### config.mk
export PLATFORM = sky130hd
export DESIGN_NAME = alu_exec_serial
export DESIGN_NICKNAME = d
export VERILOG_FILES = /design/src/rtl/alu_exec_serial_pkg.sv /design/src/rtl/alu_exec_serial_serial_shifter.sv /design/src/rtl/alu_exec_serial.sv
export SDC_FILE = /design/constraint.sdc
export NUM_CORES = 1
export LEC_CHECK = 0
export BUFFER_PORTS_ARGS = -buffer_cell sky130_fd_sc_hd__buf_2
export CELL_PAD_IN_SITES_DETAIL_PLACEMENT = 0
export CELL_PAD_IN_SITES_GLOBAL_PLACEMENT = 1
export CORE_ASPECT_RATIO = 0.75
export CORE_MARGIN = 1.5
export CORE_UTILIZATION = 40
export CTS_BUF_LIST = sky130_fd_sc_hd__clkbuf_16
export CTS_CLUSTER_DIAMETER = 50
export DETAILED_ROUTE_END_ITERATION = 8
export GPL_ROUTABILITY_DRIVEN = 0
export PLACE_DENSITY = 0.79
export SLEW_MARGIN = 40
export SYNTH_ARGS = -nofsm -noshare
export SYNTH_HDL_FRONTEND = slang
export SYNTH_HIERARCHICAL = 1
export SYNTH_SLANG_ARGS = --single-unit
### constraint.sdc
create_clock -name clock -period 5 [get_ports clock]
set_clock_uncertainty 0.05 [all_clocks]
set_input_delay 0.5 -clock clock [delete_from_list [all_inputs] [get_ports clock]]
set_output_delay 0.5 -clock clock [all_outputs]
set_load 0.02 [all_outputs]
### src/rtl/alu_exec_serial_pkg.sv
// Shared ALU constants: datapath width, ALUOp width and the ALUOp code points
// produced by the ALU control decoder.
package alu_exec_serial_pkg;

  localparam int ALU_XLEN = 32;
  localparam int ALUOP_W  = 4;

  localparam logic [ALUOP_W-1:0] ALU_ADD   = 4'd0;
  localparam logic [ALUOP_W-1:0] ALU_SUB   = 4'd1;
  localparam logic [ALUOP_W-1:0] ALU_SUBU  = 4'd2;
  localparam logic [ALUOP_W-1:0] ALU_XOR   = 4'd3;
  localparam logic [ALUOP_W-1:0] ALU_OR    = 4'd4;
  localparam logic [ALUOP_W-1:0] ALU_AND   = 4'd5;
  localparam logic [ALUOP_W-1:0] ALU_SLL   = 4'd6;
  localparam logic [ALUOP_W-1:0] ALU_SRL   = 4'd7;
  localparam logic [ALUOP_W-1:0] ALU_SRA   = 4'd8;
  localparam logic [ALUOP_W-1:0] ALU_SLT   = 4'd9;
  localparam logic [ALUOP_W-1:0] ALU_SLTU  = 4'd10;
  localparam logic [ALUOP_W-1:0] ALU_LUI   = 4'd11;
  localparam logic [ALUOP_W-1:0] ALU_AUIPC = 4'd12;

  function automatic logic is_shift_op(input logic [ALUOP_W-1:0] op);
    return (op == ALU_SLL) || (op == ALU_SRL) || (op == ALU_SRA);
  endfunction

endpackage

### src/rtl/alu_exec_serial_serial_shifter.sv
// One-bit-per-cycle barrel-shifter replacement: shifts the accumulator once per
// cycle until the counter reaches zero.
module serial_shifter #(
  parameter int XLEN = 32,
  parameter int SHW  = $clog2(XLEN)
) (
  input  logic            clock,
  input  logic            reset,
  input  logic            start,
  input  logic            dir,
  input  logic            arith,
  input  logic [SHW-1:0]  amt,
  input  logic [XLEN-1:0] din,
  input  logic            kill,
  output logic [XLEN-1:0] dout,
  output logic            done
);

  logic [XLEN-1:0] acc_q;
  logic [XLEN-1:0] acc_step;
  logic [SHW-1:0]  cnt_q;
  logic            dir_q;
  logic            arith_q;

  // dir = 1 shifts right; the vacated MSB takes the sign only for arithmetic shifts
  always_comb begin
    acc_step = acc_q;
    if (dir_q) acc_step = {arith_q & acc_q[XLEN-1], acc_q[XLEN-1:1]};
    else       acc_step = {acc_q[XLEN-2:0], 1'b0};
  end

  always_ff @(posedge clock) begin
    if (reset) begin
      acc_q   <= '0;
      cnt_q   <= '0;
      dir_q   <= 1'b0;
      arith_q <= 1'b0;
    end else if (kill) begin
      acc_q <= '0;
      cnt_q <= '0;
    end else if (start) begin
      acc_q   <= din;
      cnt_q   <= amt;
      dir_q   <= dir;
      arith_q <= arith;
    end else if (cnt_q != '0) begin
      acc_q <= acc_step;
      cnt_q <= cnt_q - SHW'(1);
    end
  end

  // dout is the value after the step being taken this cycle, so the final step lands in result directly
  assign dout = acc_step;
  assign done = (cnt_q == SHW'(1));

endmodule

### src/rtl/alu_exec_serial.sv
// Execution-stage ALU: single-cycle logic/arith/compare ops and serial shifts,
// with valid/ready handshakes on input and output.
module alu_exec_serial
  import alu_exec_serial_pkg::*;
#(
  parameter int XLEN = ALU_XLEN
) (
  input  logic               clock,
  input  logic               reset,
  input  logic               in_valid,
  output logic               in_ready,
  input  logic [ALUOP_W-1:0] ALUOp,
  input  logic [XLEN-1:0]    inA,
  input  logic [XLEN-1:0]    inB,
  input  logic               flush,
  output logic               out_valid,
  input  logic               out_ready,
  output logic [XLEN-1:0]    result,
  output logic               zero,
  output logic               lt,
  output logic               busy
);

  localparam int SHW = $clog2(XLEN);

  typedef enum logic [1:0] {IDLE, SHIFT, DONE} state_t;

  state_t          state_q;
  state_t          state_d;
  logic            accept;
  logic            start_shift;
  logic            load_direct;
  logic [SHW-1:0]  amt;
  logic [XLEN-1:0] sum;
  logic [XLEN-1:0] diff;
  logic            slt_s;
  logic            slt_u;
  logic [XLEN-1:0] alu_res;
  logic            alu_lt;
  logic [XLEN-1:0] sh_dout;
  logic            sh_done;
  logic [XLEN-1:0] result_q;
  logic            zero_q;
  logic            lt_q;

  assign amt         = inB[SHW-1:0];
  assign accept      = in_valid && in_ready;
  assign start_shift = accept && is_shift_op(ALUOp) && (amt != '0);
  assign load_direct = accept && !start_shift;

  always_ff @(posedge clock) begin
    if (reset) state_q <= IDLE;
    else       state_q <= state_d;
  end

  always_comb begin
    state_d = state_q;
    if (flush) begin
      state_d = IDLE;
    end else begin
      case (state_q)
        IDLE:    if (accept) state_d = start_shift ? SHIFT : DONE;
        SHIFT:   if (sh_done) state_d = DONE;
        DONE:    if (out_ready) state_d = accept ? (start_shift ? SHIFT : DONE) : IDLE;
        default: state_d = IDLE;
      endcase
    end
  end

  always_comb begin
    in_ready  = !flush && ((state_q == IDLE) || ((state_q == DONE) && out_ready));
    out_valid = (state_q == DONE);
    busy      = (state_q != IDLE);
  end

  // Zero-amount shifts take this path too and simply pass A through
  always_comb begin
    sum     = inA + inB;
    diff    = inA - inB;
    slt_s   = $signed(inA) < $signed(inB);
    slt_u   = inA < inB;
    alu_res = sum;
    alu_lt  = 1'b0;
    case (ALUOp)
      ALU_ADD, ALU_AUIPC:       alu_res = sum;
      ALU_SUB:                  begin alu_res = diff; alu_lt = slt_s; end
      ALU_SUBU:                 begin alu_res = diff; alu_lt = slt_u; end
      ALU_XOR:                  alu_res = inA ^ inB;
      ALU_OR:                   alu_res = inA | inB;
      ALU_AND:                  alu_res = inA & inB;
      ALU_SLL, ALU_SRL, ALU_SRA: alu_res = inA;
      ALU_SLT:                  begin alu_res = {{(XLEN-1){1'b0}}, slt_s}; alu_lt = slt_s; end
      ALU_SLTU:                 begin alu_res = {{(XLEN-1){1'b0}}, slt_u}; alu_lt = slt_u; end
      ALU_LUI:                  alu_res = inB;
      default:                  alu_res = sum;
    endcase
  end

  serial_shifter #(.XLEN(XLEN), .SHW(SHW)) u_shifter (
    .clock (clock),
    .reset (reset),
    .start (start_shift),
    .dir   (ALUOp != ALU_SLL),
    .arith (ALUOp == ALU_SRA),
    .amt   (amt),
    .din   (inA),
    .kill  (flush),
    .dout  (sh_dout),
    .done  (sh_done)
  );

  always_ff @(posedge clock) begin
    if (reset) begin
      result_q <= '0;
      zero_q   <= 1'b0;
      lt_q     <= 1'b0;
    end else if (!flush) begin
      if (load_direct) begin
        result_q <= alu_res;
        zero_q   <= (alu_res == '0);
        lt_q     <= alu_lt;
      end else if ((state_q == SHIFT) && sh_done) begin
        result_q <= sh_dout;
        zero_q   <= (sh_dout == '0);
        lt_q     <= 1'b0;
      end
    end
  end

  assign result = result_q;
  assign zero   = zero_q;
  assign lt     = lt_q;

endmodule

* After elaboration in Yosys (flattened, before gate mapping)
Cells that the tools add are included.
** Word-level totals
- Register bits after elaboration :: 75
- Word-level logic and storage cells :: 83
** Cells by class
- Bitwise logic cells :: 5
- Mux-type cells :: 19
- Reduce and logical (&&, ||, !) cells :: 28
- Equality and inequality tests :: 18
- $add $sub $neg :: 3
- Magnitude comparators :: 2
** Operators with widths (number)
- $pmux W32 S8 :: 1
- $mux W32 :: 5
- $logic_not A32 Y1 :: 2
- $lt A32 B32 Y1 :: 2
- $add A32 B32 Y32 :: 1
- $and A32 B32 Y32 :: 1
- $or A32 B32 Y32 :: 1
- $sub A32 B32 Y32 :: 1
- $xor A32 B32 Y32 :: 1
- $eq A4 B3 Y1 const B :: 4
- $eq A4 B4 Y1 const B :: 4
- $mux W2 :: 5
- $mux W5 :: 2
- $reduce_bool A5 Y1 :: 2
- $eq A4 B2 Y1 const B :: 2
- $reduce_or A2 Y1 :: 4
- $logic_and A1 B1 Y1 :: 7
- $pmux W2 S3 :: 1
- $reduce_bool A2 Y1 :: 3
- $eq A5 B1 Y1 const B :: 1
- $sub A5 B1 Y5 const B :: 1
- $eq A4 B1 Y1 const B :: 1
- $mux W1 :: 4
- $ne A2 B2 Y1 const B :: 2
- 13 further kinds :: 17

* Logic depth before layout (Yosys ltp)
Gate-level depths: netlist (run 1).
- Word-level depth :: 11
- Mapped depth :: 14
- Depth with buffers taken out :: 14

* Hierarchy
The synthesis (run 1) kept the hierarchy.
** Modules (own cells, without submodules)
- alu_exec_serial :: seq. area each 720.7 µm², instances 1, area each 7810.0 µm², cells an instance 1160
- serial_shifter :: seq. area each 780.7 µm², instances 1, area each 2139.6 µm², cells an instance 227

* Worst setup path before layout (run 1)
No wires, ideal clock.
- Path type :: input -> register
- Start point :: input inA[0]
- End point :: register zero_q (netlist: zero)
- Library setup time :: 88 ps
- Arrival :: 3537 ps
- Path slack :: 1325 ps
- Required time :: 4862 ps
- Cell stages on the path :: 13
- Cell sequence :: ha_1 > fa_1 > a21o_1 > a221oi_2 > o211ai_1 > a22oi_1 > a31oi_1 > a21bo_1 > a2111oi_0 > nor3_1 > o22ai_1 > or4b_1 > o32ai_2
** Between the ends
- Cells in the longest elaborated chain, start to end :: 4
** Ends and longest elaborated chain
- start: declaration :: line alu_exec_serial.sv:13 : input logic [XLEN-1:0] inA,
- $add A32 B32 Y32 (tied with other cells) :: line alu_exec_serial.sv:78 : sum = inA + inB;
- $pmux W32 S8 (*) :: line alu_exec_serial.sv:84 : case (ALUOp)
- $logic_not A32 Y1 (*) :: line alu_exec_serial.sv:120 : zero_q <= (alu_res == '0);
- $mux W1 (*) :: line alu_exec_serial.sv:118 : if (load_direct) begin
- end signal: assignment :: line alu_exec_serial.sv:120
- end signal: assignment :: line alu_exec_serial.sv:124 : zero_q <= (sh_dout == '0);
- end: declaration :: line alu_exec_serial.sv:43 : logic zero_q;
Mark *: on every way between the ends. The rest lies on a longest branch, timed or not.
A chain may end at the register's enable or synchronous reset.

* Worst setup path in the final report (run 1)
- Start point :: input inA[8]
- End point :: register zero_q (netlist: zero)
The elaborated chain is that of the path after synthesis.

==> metrics, run 1 <==
outcome finished clean; largest family of logic cells by synthesized area compound AO/OA/AOI/OAI gates; crit start category input port; via count 11308; Post-CTS Resized 0; clk_lat worst skew 0.33 ns; CTS clk-pin slew, worst paths 0.05 ns; crit path max fanout 11; Synthesis Warnings 6; DRC 0; Post-CTS Setup Bufs 0; CTS tree yes; Final Hold Viols 0; EDFF count, synth 0; first-pass GRT wire length 60200 um; die area 25800 um2; final worst-path cycle share 89.0%; Synth area leaders dfxtp_1, ha_1, a21oi_1; PnR worst setup slack 0.550 ns; Hold Path Class reg2reg; Final #Nets 1613; fraction of registers with async set/reset 0%; RSZ-0062 raised after global routing no; Cells after DPL about 1800; Core Box Area 24200 um2; Wirelength per Cell 22.3 um; Leak Pwr 4.90 nW; Worst Path Required 5.19 ns; fraction of layout cells with a size suffix above 1 around 15%; syn_nets 1560; Initial Utilization between 40% and 50%; cell taking the most area after synthesis dfxtp_1; fmax roughly 0.22 GHz; antenna violation net count after detailed routing 0; Top Usage Layer GRT met2; slew margin rel. 44.4%; GRT Residual Overflow 0; reg2reg setup slack 1.87 ns; I/O Pins 110; 1st-iter DRT viols approximately 1400; pwr dens about 210 nW/um2; register area share after synthesis between 10% and 20%; H-tree depth 3; fin. max-slew vios 0; mapped cell area ~9900 um2; met2 Use GR a little over two fifths; Crit. End Element flip-flop; M1 GR Usage between 40% and 50%; Overall Global Routing Usage 30.1%; Synth top area share about 15%; post-synthesis simple-gate area fraction 21.3%; Adder-Cell Fraction of Synth Area about 13%; VDD IR max ~0.00024 V; Routed WL 39500 um; worst-margin pin slew 0.834 ns; Cells after Synth 1387; number of antenna diodes 0; post-place setup slack 0.344 ns; Non-Filler Instances 1775; Hold-fix buffers, CTS 0; Cell variety after synth 92; clk sinks 75; clk root buf clkbuf_16; final worst path period need 4.45 ns; Layout area overhead 10.8%; Worst Path Arrival 4.64 ns; Die Wd between 150 and 200 um; WHS 0.397 ns; Compound-Gate Fraction of Synth Area 34.4%; port bufs 109; Cell Rows 49; drt first pass iters 7; number of global-route vias before repair 10203; initial antenna violation count 1; clock buffer depth 2; Synth Area in XOR/XNOR 1.06%; Post-Syn Area per Cell 7.17 um2; Sum Neg Setup Slack 0 ns; Synth Flop Type dfxtp_1; GR Util met3 7.38%; Die Span Y 140 um; Crit Path Class in2reg; largest net degree at the start of global routing 42; post-synthesis mux area share 7.08%; Max Cap Violations 0; total power 2.35 mW; Yosys reg bits 75; cts bufs inserted 9; DP HPWL 30800 um; final setup fails 0; vias per cell 6.37
## critical path: stages
cell	delay (ns)
buf_2	0.16
inv_1	0.06
ha_1	0.55
inv_1	0.19
o31a_1	0.35
o221ai_1	0.51
nor2b_1	0.22
nor3_1	0.06
o32ai_1	0.58
nand4_1	0.27
nor4_1	0.29
nand4_1	0.14
or4_1	0.50
o32ai_2	0.25
## metal layers
metal  vias to the layer above  share of wire, %
li1                       5239                 -
met2                       693                41
met3                        89                11
met5                         -             0.030
met1                      5285                44
met4                         2               3.7
## through the flow
step / cell area [um2] / util [%]
floorplan: 9950 / -
CTS: 11000 / 45.5
global route: 11000 / 45.5
finish: 11000 / 45.5
detailed placement: 10800 / 44.4
global placement: 10800 / 44.4
## registers in the layout, summed over array words and instances (netlist names)
name	flops
lt	1
u_shifter/arith_q	1
u_shifter/cnt_q	5
result	32
u_shifter/dir_q	1
zero	1
state_q	2
u_shifter/acc_q	32
## cells in the final DEF (no fill, tap or decap), types with 20 or more instances in the layout
master,instances
nor2_1,112
o22ai_1,40
mux2i_1,34
dfxtp_1,75
buf_4,33
nand3_1,32
buf_2,109
nor3_1,31
o21ai_0,56
nand2_1,132
nor4_1,20
a211oi_1,25
a21oi_1,118
inv_1,106
ha_1,98
o211ai_1,35
mux2_2,31
## final cells by class
| cell class | instances | area [um2] |
|---|---|---|
| Inverter | 106 | 398 |
| Timing Repair Buffer | 142 | 793 |
| Sequential cell | 75 | 1500 |
| Multi-Input combinational cell | 1106 | 7660 |
| Tap cell | 331 | 414 |
| Clock buffer | 9 | 225 |
| Fill cell | 2513 | 13200 |
| Clock inverter | 6 | 26.3 |
## cells by family (layout without fill, tap and decap cells)
logic type,after synthesis,in the layout
adders and majority gates,100,100
buffers and inverters,206,263
xor gates and xnor gates,12,12
DFF,75,75
muxes,66,66
and+or+nand+nor,437,437
AOI/OAI and AO/OA,491,491
## path summary, 6_finish.rpt
kind         startpoint          to  cells past startpoint
min reg2reg  result[22]  result[22]                      2
min          result[22]  result[22]                      2
max reg2reg  state_q[1]        zero                     10
max              inA[8]        zero                     14
## Yosys cell counts, types with 32 or more instances
| cell type | n |
|---|---|
| a21oi_1 | 120 |
| buf_2 | 33 |
| clkbuf_1 | 56 |
| dfxtp_1 | 75 |
| ha_1 | 98 |
| inv_1 | 105 |
| mux2i_1 | 34 |
| nand2_1 | 133 |
| nand3_1 | 32 |
| nor2_1 | 113 |
| o211ai_1 | 35 |
| o21ai_0 | 56 |
| o22ai_1 | 40 |
## power by group
part,internal (mW),total (mW),switching [mW]
Clock,0.325,0.568,0.244
Sequential,0.618,0.634,0.0156
Combinational,0.391,1.14,0.754
No activity file was read; power rests on OpenSTA's default activity.
==> inputs of run 2 (changes only) <==
--- a/config.mk
+++ b/config.mk
@@ -16,6 +16,7 @@
 export DETAILED_ROUTE_END_ITERATION = 8
 export GPL_ROUTABILITY_DRIVEN = 0
 export PLACE_DENSITY = 0.79
+export REMOVE_ABC_BUFFERS = 1
 export SLEW_MARGIN = 40
 export SYNTH_ARGS = -nofsm -noshare
 export SYNTH_HDL_FRONTEND = slang
==> run 2 against run 1 <==
Compared with the run above: clock power up 36%; global-route usage up 1.7 points; count of clock-buffer cells in the layout unchanged; final cell count up 0.17%; largest power group unchanged; setup slack worse by 0.017 ns; total power up 10%; final area up 1.1%; sequential power about the same; highest routed layer is now met4.
==> metrics, run 2 (synthesis gave the netlist of run 1 again) <==
Final #Nets 1615 (+0.12%); 1st-iter DRT viols 1424 (+2.2%); sw power 1.08 mW (+7.1%); DP HPWL 30900 um (+0.53%); worst-margin pin slew 0.863 ns (+0.0296 ns); critical-path cell list buf_2 > inv_1 > ha_1 > nor3_1 > nand2_1 > o211ai_1 > o21ai_0 > and3_1 > o32ai_1 > nand4_1 > nor4_1 > nand4_1 > or4_1 > o32ai_2; GRT Residual Overflow 0 (unchanged); largest net degree at the start of global routing 42 (unchanged); Routed WL 41400 um (+4.6%); RSZ-0062 raised after global routing no; pwr dens 232 nW/um2 (+8.9%); multi-input logic area 7660 um2 (about the same); placed cell area 10800 um2 (+0.41%); VDD IR max 0.000222 V (-7.4%); DRC 0 (unchanged); Slowest-stage cell, CP nor3_1; FF-to-FF End zero; Post-CTS Resized 0 (unchanged); reg2reg start state_q[1]; Final Cell Area 11100 um2 (+1.1%); crit start category input port; most used cell, CP nand4_1; Worst Path Required 5.22 ns (+0.03 ns); delay-heaviest family, CP simple AND/OR/NAND/NOR gates; final setup fails 0 (unchanged); Worst Path Buf+Inv 2 (-1); fin. max-slew vios 0 (unchanged); vias per cell 6.47 (+1.5%); die area 25800 um2 (unchanged); clk_lat worst skew 0.37 ns (+0.04 ns); Seq. cell area 1500 um2 (about the same); drt first pass iters 6 (-1); commonest non-fill, non-tap cell in the layout nand2_1; reg2reg setup slack 1.82 ns (-0.05 ns); H-tree depth 3 (unchanged); final worst path period need 4.47 ns (+0.0175 ns); Net Sw Frac 42.0% (-1.2 points); outcome finished clean; Clock power frac 29.9% (+5.7 points); Cell Rows 49 (unchanged); clk root buf clkbuf_16; port bufs 109 (unchanged); antenna violation net count after detailed routing 0 (unchanged); Wirelength per Cell 23.3 um (+4.5%); number of antenna diodes 0 (unchanged); Crit Path Class in2reg; Sequential Power Share 24.5% (-2.5 points); number of global-route vias before repair 10519 (+3.1%); Sum Neg Setup Slack 0 ns (unchanged); Crit path depth 14 (unchanged); WHS Path Cells 3 (+1); Filler Cells Inserted 2544 (+1.2%); crit path max fanout 11 (unchanged); Cells after DPL 1762 (+0.11%); I/O Pins 110 (unchanged); Core Box Area 24200 um2 (unchanged); Layout area overhead 12.0%; fraction of layout cells with a size suffix above 1 15.2% (+0.11 points); Hold Path Class in2reg; Max Cap Violations 0 (unchanged); Post-CTS Setup Bufs 0 (unchanged); clk sinks 75 (unchanged); Critical Path Sink zero; Leak Pwr 4.94 nW (+0.91%); Hold-fix buffers, CTS 0 (unchanged); Die Span Y 140 um (unchanged); Crit. End Element flip-flop; cts bufs inserted 9 (unchanged); final worst-path cycle share 89.4% (+0.35 points); combinational share of power 45.6% (-3.2 points); Crit path largest cell delay 0.69 ns (+0.11 ns); slew margin rel. 42.4% (-2.1 points); most frequent cells in the layout nand2_1, a21oi_1, nor2_1; Overall Global Routing Usage 31.8% (+1.7 points); total power 2.58 mW (+10%); initial antenna violation count 0 (-1); Worst Path Arrival 4.69 ns (+0.05 ns); Layout Utilization 46.0% (+0.51 points); cell-internal power 1.50 mW (+12%); Die Wd 185 um (unchanged); Initial Utilization 41.1% (unchanged); crit path from inA[11]; via count 11498 (+1.7%); CTS tree yes; clock buffer depth 2 (unchanged); CTS clk-pin slew, worst paths 0.06 ns (about the same); Final Hold Viols 0 (unchanged); Non-Filler Instances 1778 (+0.17%); r2r worst-path depth 10 (unchanged); fmax 0.224 GHz (-0.39%); first-pass GRT wire length 63100 um (+4.8%)
-- run 2: power groups by stage --
stage / Sequential, mW / Clock, mW / Combinational [mW]
finish: 0.634 / 0.772 / 1.18
global placement: 0.647 / 0 / 1.12
global route: 0.636 / 0.804 / 1.25
detailed placement: 0.647 / 0 / 1.13
floorplan: 0.654 / 0 / 0.712
CTS: 0.634 / 0.784 / 1.13
-- run 2: per-stage QoR --
step                hold slack, ns  setup WS, ns
CTS                          0.390         0.776
floorplan                    0.398        -0.312
global route                 0.415         0.395
detailed placement           0.396         0.411
global placement             0.387         0.373
finish                       0.395         0.532
-- run 2: area by class of cell --
| type | count | area share (%) |
|---|---|---|
| Timing Repair Buffer | 144 | 7.43 |
| Sequential cell | 75 | 13.5 |
| Inverter | 106 | 3.59 |
| Clock buffer | 9 | 2.02 |
| Tap cell | 331 | 3.72 |
| Multi-Input combinational cell | 1106 | 68.8 |
| Clock inverter | 7 | 0.955 |
-- run 2: how the worst min path moves through the flow --
| stage | to | slack [ns] | start |
|---|---|---|---|
| final | u_shifter/cnt_q[2] | 0.40 | inB[2] |
| after global routing | result[29] | 0.42 | result[29] |
| after CTS | u_shifter/cnt_q[2] | 0.39 | inB[2] |
| after detailed placement | result[13] | 0.40 | result[13] |
| after global placement | result[5] | 0.39 | result[5] |
| after floorplan | u_shifter/arith_q | 0.40 | u_shifter/arith_q |
-- run 2: worst register-to-register path, cell delays in order, from the launching register on --
cell and delay [ns]:
dfxtp_1 0.35, a211oi_1 0.42, nand3_1 0.19, a21oi_2 0.17
o2111ai_1 0.16, nor4_1 0.31, nand4_1 0.21, nor4_1 0.30
nand4_1 0.18, or4_1 0.52, o32ai_2 0.24
-- run 2: metal layers --
layer | up-vias | share of wire, % | global-route usage (%)
li1 | 5251 | - | -
met1 | 5383 | 44 | 46.2
met2 | 760 | 40 | 45.0
met3 | 104 | 11 | 6.96
met4 | 0 | 3.8 | 12.5
met5 | - | 0 | 0
==> inputs of run 3 (changes only) <==
==> constraint.sdc (replaced) <==
create_clock -name clock -period 5 [get_ports clock]
set_clock_uncertainty 0.05 [all_clocks]
set_input_delay 1.5 -clock clock [delete_from_list [all_inputs] [get_ports clock]]
set_output_delay 1.5 -clock clock [all_outputs]
set_load 0.02 [all_outputs]
==> run 3 against run 2 <==
Compared with the run above: via count grew 6.5%; combinational power grew 15%; hold slack is essentially flat; count of clock-buffer cells in the layout is the same; largest power group unchanged.
==> metrics, run 3 (synthesis gave the netlist of run 1 again) <==
Leak Pwr 5.85 nW (+18%); commonest non-fill, non-tap cell in the layout buf_4; Die Wd 185 um (unchanged); DP HPWL 32700 um (+5.9%); die area 25800 um2 (unchanged); final setup fails 0 (unchanged); Final #Nets 1796 (+11%); slew margin rel. 49.4% (+7.0 points); Die Span Y 140 um (unchanged); VDD IR max 0.000181 V (-19%); Core Box Area 24200 um2 (unchanged); GRT Residual Overflow 0 (unchanged); first-pass GRT wire length 64500 um (+2.3%); Cell Rows 49 (unchanged); Final Cell Area 12600 um2 (+13%); Overall Global Routing Usage 32.2% (+0.42 points); vias per cell 6.25 (-3.3%); RSZ-0062 raised after global routing no; Worst Path Required 5.22 ns (about the same); post-place setup slack -0.297 ns (-0.708 ns); Final Hold Viols 0 (unchanged); 1st-iter DRT viols 1823 (+28%); Routed WL 42400 um (+2.4%); Crit path largest cell delay 0.49 ns (-0.20 ns); number of global-route vias before repair 11133 (+5.8%); clk_lat worst skew 0.35 ns (-0.02 ns); crit path max fanout 5 (-6); PnR worst setup slack 0.0852 ns (-0.447 ns); fraction of layout cells with a size suffix above 1 25.3% (+10 points); port bufs 109 (unchanged); Filler Cells Inserted 2402 (-5.6%); final worst path period need 4.91 ns (+0.447 ns); most frequent cells in the layout buf_4, nand2_1, a21oi_1; Crit. End Element flip-flop; Wirelength per Cell 21.6 um (-7.0%); placed cell area 12200 um2 (+13%); Hold Path Class reg2reg; antenna violation net count after detailed routing 0 (unchanged); largest net degree at the start of global routing 42 (unchanged); clk root buf clkbuf_16; Layout area overhead 26.6%; Worst Path Arrival 5.13 ns (+0.44 ns); cts bufs inserted 9 (unchanged); worst-margin pin slew 0.759 ns (-0.104 ns); CTS tree yes; DRC 0 (unchanged); Crit Path Class in2reg; clock buffer depth 2 (unchanged); final worst-path cycle share 98.3% (+8.9 points); Layout Utilization 52.0% (+6.0 points); clk sinks 75 (unchanged); number of antenna diodes 0 (unchanged); fin. max-slew vios 0 (unchanged); crit start category input port; Max Cap Violations 0 (unchanged); critical-path cell list buf_2 > inv_1 > ha_1 > fa_1 > o21bai_1 > o2111ai_1 > buf_4 > a21oi_2 > o21ai_1 > nand4b_1 > a21boi_0 > o21ai_0 > o21ba_2 > o22ai_1 > or4b_1 > o32ai_2; outcome finished clean; I/O Pins 110 (unchanged); Initial Utilization 41.1% (unchanged); CTS clk-pin slew, worst paths 0.06 ns (about the same); H-tree depth 3 (unchanged); WHS 0.395 ns (-0.000192 ns); drt first pass iters 9 (+3); Slowest-stage cell, CP or4b_1; pwr dens 219 nW/um2 (-5.8%); fmax 0.203 GHz (-9.1%); initial antenna violation count 0 (unchanged); via count 12240 (+6.5%)
## run 3: cell count changes in the layout (fill, tap and decap cells not counted), sizes merged
| cell | before | now |
|---|---|---|
| buf | 144 | 325 |
| inv | 106 | 107 |
| clkinv | 4 | 1 |
| clkinvlp | 0 | 1 |
## run 3: what timing repair did
item,CTS,global route
setup endpoints to repair,0,1
resized for setup,0,12
hold buffers,0,0
setup buffers,0,1
hold endpoints to repair,0,0
## run 3: final timing paths
path,slack (ns),depth (start not counted),to,from
worst max-delay path,0.09,16,zero,inA[0]
worst max register to register,1.91,12,zero,u_shifter/cnt_q[1]
worst min-delay path,0.39,2,result[3],result[3]
worst min register to register,0.39,2,result[3],result[3]
## run 3: power by group
group          total [mW]  internal [mW]  leakage (nW)  switching, mW
combinational        1.36          0.546          5.08          0.813
sequential          0.633          0.618         0.606         0.0154
clock               0.762          0.483         0.163          0.280
## run 3: stage by stage
stage	std cells	total power, mW	setup TNS, ns
final	1958	2.75	0
after global routing	1958	2.87	0
after CTS	1957	2.70	0
after detailed placement	1942	1.94	-0.368
after global placement	1940	1.93	-0.330
after floorplan	1287	1.37	-3.03
## run 3: layout make-up
type	instances	area, um2	share of cell area [%]
multi-input cells	1106	7720	61.3
clock buffers	9	225	1.79
clock inverters	6	106	0.844
repair buffers	325	2230	17.7
flip-flops and latches	75	1500	11.9
inverters	106	400	3.18
well taps	331	414	3.29
## run 3: worst max-delay path: cells and delay by family
kind	cells	cell delay, ns
compound gates	9	2.02
buf+inv	3	0.38
simple gates	2	0.84
fa+ha+maj	2	0.40
## run 3: per-layer routing
metal,part of all wire (%),GRT usage (%),wire (um)
met2,41,46.4,17200
met4,2.8,7.92,1170
met1,44,47.2,18600
met5,0,0,0
met3,13,8.22,5380
